<file path="src/rtl/uart_tx_arb_pkg.sv">
// rtl/uart_tx_arb_pkg.sv - shared types and constants for the UART TX arbiter
package uart_tx_arb_pkg;

    typedef enum logic [2:0] {
        ST_IDLE      = 3'd0,
        ST_LOAD      = 3'd1,
        ST_WAIT_BUSY = 3'd2,
        ST_WAIT_DONE = 3'd3,
        ST_GAP       = 3'd4
    } arb_state_e;

    // Shared width of the busy-timeout and inter-byte gap counters.
    localparam int CNT_W = 16;

    function automatic int idx_w(input int n);
        return (n > 1) ? $clog2(n) : 1;
    endfunction

endpackage

</file>
<file path="src/rtl/rr_pick.sv">
// rtl/rr_pick.sv - combinational round-robin picker: first valid at or above the pointer, wrapping
module rr_pick
    import uart_tx_arb_pkg::*;
#(
    parameter int N     = 4,
    parameter int IDX_W = idx_w(N)
) (
    input  logic [N-1:0]     i_valid,
    input  logic [IDX_W-1:0] i_ptr,
    output logic [N-1:0]     o_grant,
    output logic [IDX_W-1:0] o_idx,
    output logic             o_any
);

    int j;

    always_comb begin
        o_grant = '0;
        o_idx   = '0;
        o_any   = 1'b0;
        j       = 0;
        for (int i = 0; i < N; i++) begin
            j = int'(i_ptr) + i;
            if (j >= N) begin
                j = j - N;
            end
            if (!o_any && i_valid[j]) begin
                o_any      = 1'b1;
                o_grant[j] = 1'b1;
                o_idx      = IDX_W'(j);
            end
        end
    end

endmodule

</file>
<file path="src/rtl/uart_tx_arbiter.sv">
// rtl/uart_tx_arbiter.sv - round-robin, packet-locked sharing of one 8N1 byte transmitter
module uart_tx_arbiter
    import uart_tx_arb_pkg::*;
#(
    parameter int N_REQ        = 4,
    parameter int GAP_CYCLES   = 0,
    parameter int BUSY_TIMEOUT = 4
) (
    input  logic               i_clk,
    input  logic               i_rst,
    input  logic [N_REQ-1:0]   i_reqValid,
    input  logic [8*N_REQ-1:0] i_reqData,
    input  logic [N_REQ-1:0]   i_reqLast,
    output logic [N_REQ-1:0]   o_reqReady,
    output logic [N_REQ-1:0]   o_grant,
    output logic [7:0]         o_txData,
    output logic               o_txStart,
    input  logic               i_txBusy,
    input  logic               i_txDone,
    output logic [N_REQ-1:0]   o_pktDone,
    output logic               o_err
);

    localparam int               IDX_W     = idx_w(N_REQ);
    localparam logic [CNT_W-1:0] GAP_LAST  = CNT_W'(GAP_CYCLES);
    localparam logic [CNT_W-1:0] BUSY_LAST = CNT_W'(BUSY_TIMEOUT);

    arb_state_e       state_q;
    logic [IDX_W-1:0] owner_q;
    logic [IDX_W-1:0] ptr_q;
    logic             last_q;
    logic [CNT_W-1:0] cnt_q;
    logic [N_REQ-1:0] grant_q;
    logic [N_REQ-1:0] ready_q;
    logic [N_REQ-1:0] pkt_done_q;
    logic [7:0]       tx_data_q;
    logic             tx_start_q;
    logic             err_q;

    logic [N_REQ-1:0] pick_grant;
    logic [IDX_W-1:0] pick_idx;
    logic             pick_any;

    rr_pick #(
        .N     (N_REQ),
        .IDX_W (IDX_W)
    ) u_pick (
        .i_valid (i_reqValid),
        .i_ptr   (ptr_q),
        .o_grant (pick_grant),
        .o_idx   (pick_idx),
        .o_any   (pick_any)
    );

    logic [N_REQ-1:0] owner_1h;
    logic [IDX_W-1:0] next_ptr;
    logic             owner_valid;
    logic             decide;
    logic             load_fire;

    assign owner_1h    = N_REQ'(1) << owner_q;
    assign next_ptr    = (owner_q == IDX_W'(N_REQ - 1)) ? '0 : owner_q + 1'b1;
    assign owner_valid = i_reqValid[owner_q];

    // End of a byte's slot: straight off the done pulse without a gap, else at the last gap cycle.
    assign decide    = (state_q == ST_WAIT_DONE && i_txDone && GAP_CYCLES == 0) ||
                       (state_q == ST_GAP && cnt_q == GAP_LAST);
    // Mid-packet bytes load on the decision cycle itself so the next start follows immediately.
    assign load_fire = owner_valid && (state_q == ST_LOAD || (decide && !last_q));

    always_ff @(posedge i_clk or posedge i_rst) begin
        if (i_rst) begin
            state_q    <= ST_IDLE;
            owner_q    <= '0;
            ptr_q      <= '0;
            last_q     <= 1'b0;
            cnt_q      <= '0;
            grant_q    <= '0;
            ready_q    <= '0;
            tx_data_q  <= '0;
            tx_start_q <= 1'b0;
            pkt_done_q <= '0;
            err_q      <= 1'b0;
        end else begin
            ready_q    <= '0;
            tx_start_q <= 1'b0;
            pkt_done_q <= '0;
            if (load_fire) begin
                tx_data_q  <= i_reqData[8*owner_q +: 8];
                last_q     <= i_reqLast[owner_q];
                ready_q    <= owner_1h;
                tx_start_q <= 1'b1;
                cnt_q      <= CNT_W'(1);
                state_q    <= ST_WAIT_BUSY;
            end else if (decide && last_q) begin
                pkt_done_q <= owner_1h;
                grant_q    <= '0;
                ptr_q      <= next_ptr;
                state_q    <= ST_IDLE;
            end else if (decide) begin
                state_q <= ST_LOAD;
            end else begin
                case (state_q)
                    ST_IDLE: begin
                        if (pick_any) begin
                            grant_q <= pick_grant;
                            owner_q <= pick_idx;
                            state_q <= ST_LOAD;
                        end
                    end
                    ST_WAIT_BUSY: begin
                        if (i_txBusy) begin
                            state_q <= ST_WAIT_DONE;
                        end else if (cnt_q == BUSY_LAST) begin
                            err_q   <= 1'b1;
                            grant_q <= '0;
                            ptr_q   <= next_ptr;
                            state_q <= ST_IDLE;
                        end else begin
                            cnt_q <= cnt_q + 1'b1;
                        end
                    end
                    ST_WAIT_DONE: begin
                        if (i_txDone) begin
                            cnt_q   <= CNT_W'(1);
                            state_q <= ST_GAP;
                        end
                    end
                    ST_GAP: begin
                        cnt_q <= cnt_q + 1'b1;
                    end
                    default: begin
                    end
                endcase
            end
        end
    end

    assign o_reqReady = ready_q;
    assign o_grant    = grant_q;
    assign o_txData   = tx_data_q;
    assign o_txStart  = tx_start_q;
    assign o_pktDone  = pkt_done_q;
    assign o_err      = err_q;

endmodule

</file>
<file path="config.mk">
export PLATFORM = sky130hd
export DESIGN_NAME = uart_tx_arbiter
export DESIGN_NICKNAME = d
export VERILOG_FILES = /design/src/rtl/uart_tx_arb_pkg.sv /design/src/rtl/rr_pick.sv /design/src/rtl/uart_tx_arbiter.sv
export SDC_FILE = /design/constraint.sdc
export NUM_CORES = 1
export LEC_CHECK = 0
export BUFFER_PORTS_ARGS = -buffer_cell sky130_fd_sc_hd__buf_4
export CORE_ASPECT_RATIO = 1.4
export CORE_MARGIN = 5
export CORE_UTILIZATION = 40
export CTS_CLUSTER_SIZE = 12
export DETAILED_ROUTE_END_ITERATION = 10
export PLACE_DENSITY = 0.7
export SYNTH_ARGS = -nofsm -noshare
export SYNTH_HDL_FRONTEND = slang
export SYNTH_HIERARCHICAL = 1
export SYNTH_SLANG_ARGS = --single-unit
</file>
<file path="constraint.sdc">
create_clock -name i_clk -period 3 [get_ports i_clk]
set_clock_uncertainty 0.05 [all_clocks]
set_input_delay 0.15 -clock i_clk [delete_from_list [all_inputs] [get_ports i_clk]]
set_output_delay 0.15 -clock i_clk [all_outputs]
set_load 0.03 [all_outputs]
</file>
Word-level counts from Yosys, hierarchy flattened
Index checks and enable logic that the tools add are counted.
- $lt $le $gt $ge: 13
- eq/ne operators: 19
- bitwise logic cells: 7
- div/mod/pow operators: 0
- muxes and demuxes: 71
- shifts and indexed selects: 2
- multipliers: 0
- add/sub/neg operators: 9
- reduce and logical (&&, ||, !) cells: 31
- operator list (kind ; count):
    $ge 32x1->1 const B ; 4
    $lt 32x4->1 const B ; 4
    $mux 32 ; 4
    $ge 32x4->1 const B ; 3
    $mux 16 ; 6
    $sub 32x4->32 const B ; 3
    $mux 4 ; 12
    $pmux 16 s3 ; 1
    $shiftx 32x6->8 ; 1
    $mux 3 ; 7
    $mux 2 ; 10
    $mux 1 ; 19
    $ne 3x3->1 const B ; 6
    $reduce_and 6->1 ; 3
    $add 16x1->16 const B ; 1
    $eq 16x3->1 const B ; 1
    $logic_not 16->1 ; 1
    $bmux 1 s2 ; 6
    $logic_and 1x1->1 ; 12
    $or 4x4->4 ; 3
    $reduce_and 5->1 ; 2
    $pmux 3 s3 ; 1
    $demux 1 s2 ; 4
    $pmux 4 s2 ; 1
    other kinds (25) ; 37
- bits of input ports: 44
- word-level logic and storage cells: 163
- memories: 0
- bits in writable memories: 0
- output and inout bits: 22
- latch bits: 0
- bits in registers: 46
- ROM bits: 0

Longest topological paths before layout
- word-level depth: 20
- gate-level depth with buffers: 11
- mapped depth without buffers: 9

Modules after synthesis
Netlist, hierarchy kept.
- by module, submodules not included (module ; times used ; cells each ; seq. area each (um^2) ; area each (um^2)):
    uart_tx_arbiter ; 1 ; 209 ; 1151.1 ; 2412.3
    rr_pick ; 1 ; 48 ; 0.0 ; 456.7

Worst setup path before layout
No wires, ideal clock.
- path type: register to register
- start point: register ptr_q[0]
- end point: register grant_q[0], in the netlist o_grant[0]
- arrival time: 2.791 ns
- cell stages (with the launch flop): 12
- library setup time: 0.121 ns
- buffers on the path: 2
- required time: 2.829 ns
- setup slack: 0.037 ns
- clock period less this slack: 2.963 ns
- path through: dfrtp_1 -> buf_6 -> inv_1 -> ha_1 -> mux4_2 -> buf_6 -> nor3_1 -> nand2b_1 -> nor4b_1 -> o22ai_1 -> nor2b_1 -> a22o_1
- elaborated cells on any way between the ends: 70
- classes of those cells: add/sub: 7; order compare: 12; eq/ne: 1; mux: 36; bitwise: 3; reduce/logical: 11
- RTL lines (item ; line ; text):
    start, declared ; uart_tx_arbiter.sv:30 ; logic [IDX_W-1:0] ptr_q;
    start signal, assigned ; uart_tx_arbiter.sv:98 ; ptr_q <= next_ptr;
    start signal, assigned ; uart_tx_arbiter.sv:117 ; ptr_q <= next_ptr;
    branches (longest 14 deep; another with $sub 32x4->32) ; -- ;
    $mux 1 * ; rr_pick.sv:27 ; if (!o_any && i_valid[j]) begin
    via pick_any ; uart_tx_arbiter.sv:42 ; logic pick_any;
    $ne 3x3->1 (no source line) * ; -- ;
    $reduce_and 6->1 (no source line) * ; -- ;
    end signal, assigned ; uart_tx_arbiter.sv:106 ; grant_q <= pick_grant;
    end, declared ; uart_tx_arbiter.sv:33 ; logic [N_REQ-1:0] grant_q;
Mark *: on every way through the listed nets, which the timed path passes. The select of a mux whose other input is x is not followed.
A chain may end at the register's enable or synchronous reset.

Worst setup path after layout
- start point: register ptr_q[0]
- end point: register grant_q[2], in the netlist o_grant[2]
Same word-level chain as after synthesis.

==> results.cfg <==
[critical_path]
cp_data_arrival_time_ns = 2.82
timing_worst_setup_path_type = flip-flop to flip-flop
cp_data_required_time_ns = 3.18
reg2reg_depth = 9
startpoint_type = flip-flop
r2r_start = ptr_q[0]
worstReg2RegEnd = o_grant[2]
critPathCaptureType = flip-flop
cp_max_fo = 10
regToRegSetupSlack_ns = 0.36

[finish]
syn_to_final_growth_pct = 23.9
n_antenna_cell = 0
instances_no_fill = 420
final_nets = 382
n_fill_cell = 646
drive_gt1_frac = 0.329
utilization = 0.509

[synthesis]
ys_seq_area_frac = 0.401
async_reset_ff_frac = 1.00
yosysWarningCount = 6
avgSynthCellArea_sq_um = 11.2
ys_ff_latch = 46
syn-num-nets = 315
synthTopCellsByCount = 46 x dfrtp_1, 23 x nor2_1, 16 x nand2_1
syn_area_sq_mm = 0.00287
yosysUniqueCellTypes = 52
synth-main-ff-cell = dfrtp_1
synth_top_cell_by_area = dfrtp_1
synth_cells = 257
synth.most_common_cell = dfrtp_1
synth_edf_count = 0
synth_top_area_share = 0.401
synthTopCellsByArea = dfrtp_1 40%, mux4_2 9.4%, ha_1 6.1%, mux2_1 3.9%, xnor2_1 3.4%

[power_and_ir_drop]
p_switching_mw = 1.21
p_leak_nw = 1.58
intPower_mw = 1.68
power_frac_seq = 0.322
switching_share = 0.418
p_per_area_mw_per_mm2 = 811
peakVddDrop_mv = 0.448
clock_power_share = 0.138
pwr-share-comb = 0.540

[timing]
clock.fmax_ghz = 0.379
hold_viol = 0
post-route-period-util = 0.880
maxSlewViolCount = 0
slew_headroom = 0.364
grt_setup_unrepaired = false
setup_viol_count_final = 0
setup-tns-final_ns = 0
worst_pin_slew_ns = 0.953
timing.final.ws_setup_ns = 0.360
min_period_ns = 2.64

[status]
outcome = completed

[floorplanning]
die_w_um = 81.6
die_y_um = 110
start_util = 0.411
coreArea_sq_mm = 0.00698
dieArea_sq_mm = 0.00899
io_pins = 66
rows = 36

[clock_network]
hold_buffers = 0
cts_tree = done
cts_buffer_depth = 2
numClockSinks = 46
cts.repair.resized = 0
htree_levels = 2
cts_root_buffer = clkbuf_8
cts_setup_buffers = 0
clk_latency_ns = 0.29
numCtsBuffers = 5
clkTransAtPathRegs_ns = 0.09

[global_route]
grt_pass1_wl_um = 10300
antenna_found_initial = 0
grt_usage = 0.148
grt-ovfl-total = 0
grt_pass1_vias = 2187
grt_start_max_net_pins = 47

[placed_design]
port_buffers = 65
dp_hpwl_um = 4940
dp_slack_ns = 0.388
dp_cells = 412
routabilityCongestion = 0.853

[route]
antenna_left = 0
drc = 0
drtIter0Drc = 96
firstDrtPassIters = 4
vias = 2209
via_per_inst = 5.26
drt-wirelength-per-cell_um = 15.3
finalWirelength_um = 6430

[flow_run]
drv_cap = 0

[worst_hold_path]
hold_class = input port to async pin
[state kept, by name, summed over array words and instances, names as in the netlist, 2 cells and up]
| name | count |
|---|---|
| o_pktDone | 4 |
| owner_q | 2 |
| o_reqReady | 4 |
| state_q | 3 |
| ptr_q | 2 |
| cnt_q | 16 |
| o_txData | 8 |
| o_grant | 4 |
[through the flow]
stage / cell area (sq um) / total power, mW / hold slack (ns)
final: 3560 / 2.88 / 0.0220
after global routing: 3560 / 3.11 / 0.132
after CTS: 3560 / 2.91 / 0.0791
after detailed placement: 3460 / 2.51 / 0.398
after floorplan: 2870 / 2.09 / 0.366
after global placement: 3460 / 2.48 / 0.383
[cell type report]
| cell class | count | area, sq um | share of cell area |
|---|---|---|---|
| multi-input combinational | 185 | 1600 | 0.449 |
| sequential | 46 | 1150 | 0.324 |
| timing repair buffer | 73 | 548 | 0.154 |
| tap | 95 | 119 | 0.0334 |
| clock buffer | 7 | 86.3 | 0.0243 |
| inverter | 13 | 48.8 | 0.0137 |
| clock inverter | 1 | 5.00 | 0.00141 |
[cells by family after synthesis]
kind of cell,count (synthesis),synth area share
AO/OA/AOI/OAI,37,0.0942
XOR/XNOR,11,0.0336
adder cells (fa/ha/maj),14,0.0611
buffers and inverters,26,0.0419
flip-flops,46,0.401
multiplexers,31,0.181
AND/OR/NAND/NOR,92,0.188
[worst max path at each step]
stage | slack (ns) | to | startpoint
after CTS | 0.36 | o_grant[2] | ptr_q[0]
after global placement | 0.45 | o_grant[2] | ptr_q[0]
after global routing | 0.1 | o_grant[2] | ptr_q[0]
after detailed placement | 0.39 | o_grant[2] | ptr_q[0]
after floorplan | 0.04 | o_grant[0] | ptr_q[0]
final | 0.36 | o_grant[2] | ptr_q[0]
[cell usage in the layout, fill, tap and decap left out, types with 3 or more instances in the layout]
| master | n |
|---|---|
| buf_4 | 73 |
| dfrtp_1 | 46 |
| nor2_1 | 23 |
| nand2_1 | 16 |
| ha_1 | 14 |
| mux4_2 | 12 |
| inv_1 | 12 |
| xnor2_1 | 11 |
| mux2_1 | 10 |
| nor3_1 | 9 |
| and2_1 | 9 |
| o21ai_0 | 8 |
| a22oi_1 | 8 |
| a22o_1 | 7 |
| clkbuf_8 | 6 |
| a21oi_1 | 5 |
| nor4_1 | 5 |
| nand2b_1 | 4 |
| nand3_1 | 4 |
| nand4_1 | 3 |
| mux2i_1 | 3 |
[routing by layer]
metal  share of wire  global-route usage  routed length [um]  vias to the layer above
met5               0                   0                   0                        -
met4           0.017              0.0416                 108                        0
met3           0.035              0.0285                 222                        8
met2            0.55               0.259                3560                       43
met1            0.40               0.184                2540                     1086
li1                -                   -                   -                     1072
[power by group through the flow]
stage / Sequential (mW) / Clock [mW] / Combinational (mW)
floorplan: 1.07 / 0 / 1.01
global placement: 0.933 / 0 / 1.54
detailed placement: 0.940 / 0 / 1.57
CTS: 0.930 / 0.410 / 1.57
global route: 0.954 / 0.441 / 1.71
finish: 0.929 / 0.398 / 1.56
[worst max-delay path, stage by stage, from the launching register on]
cell and delay [ns]:
dfrtp_1 0.49, inv_1 0.14, ha_1 0.36, mux4_2 0.44, nor3_1 0.27, nand2b_1 0.10
nor4b_1 0.16, o22ai_1 0.13, nor2b_1 0.28, a22o_1 0.17
No activity file was read; power rests on OpenSTA's default activity.
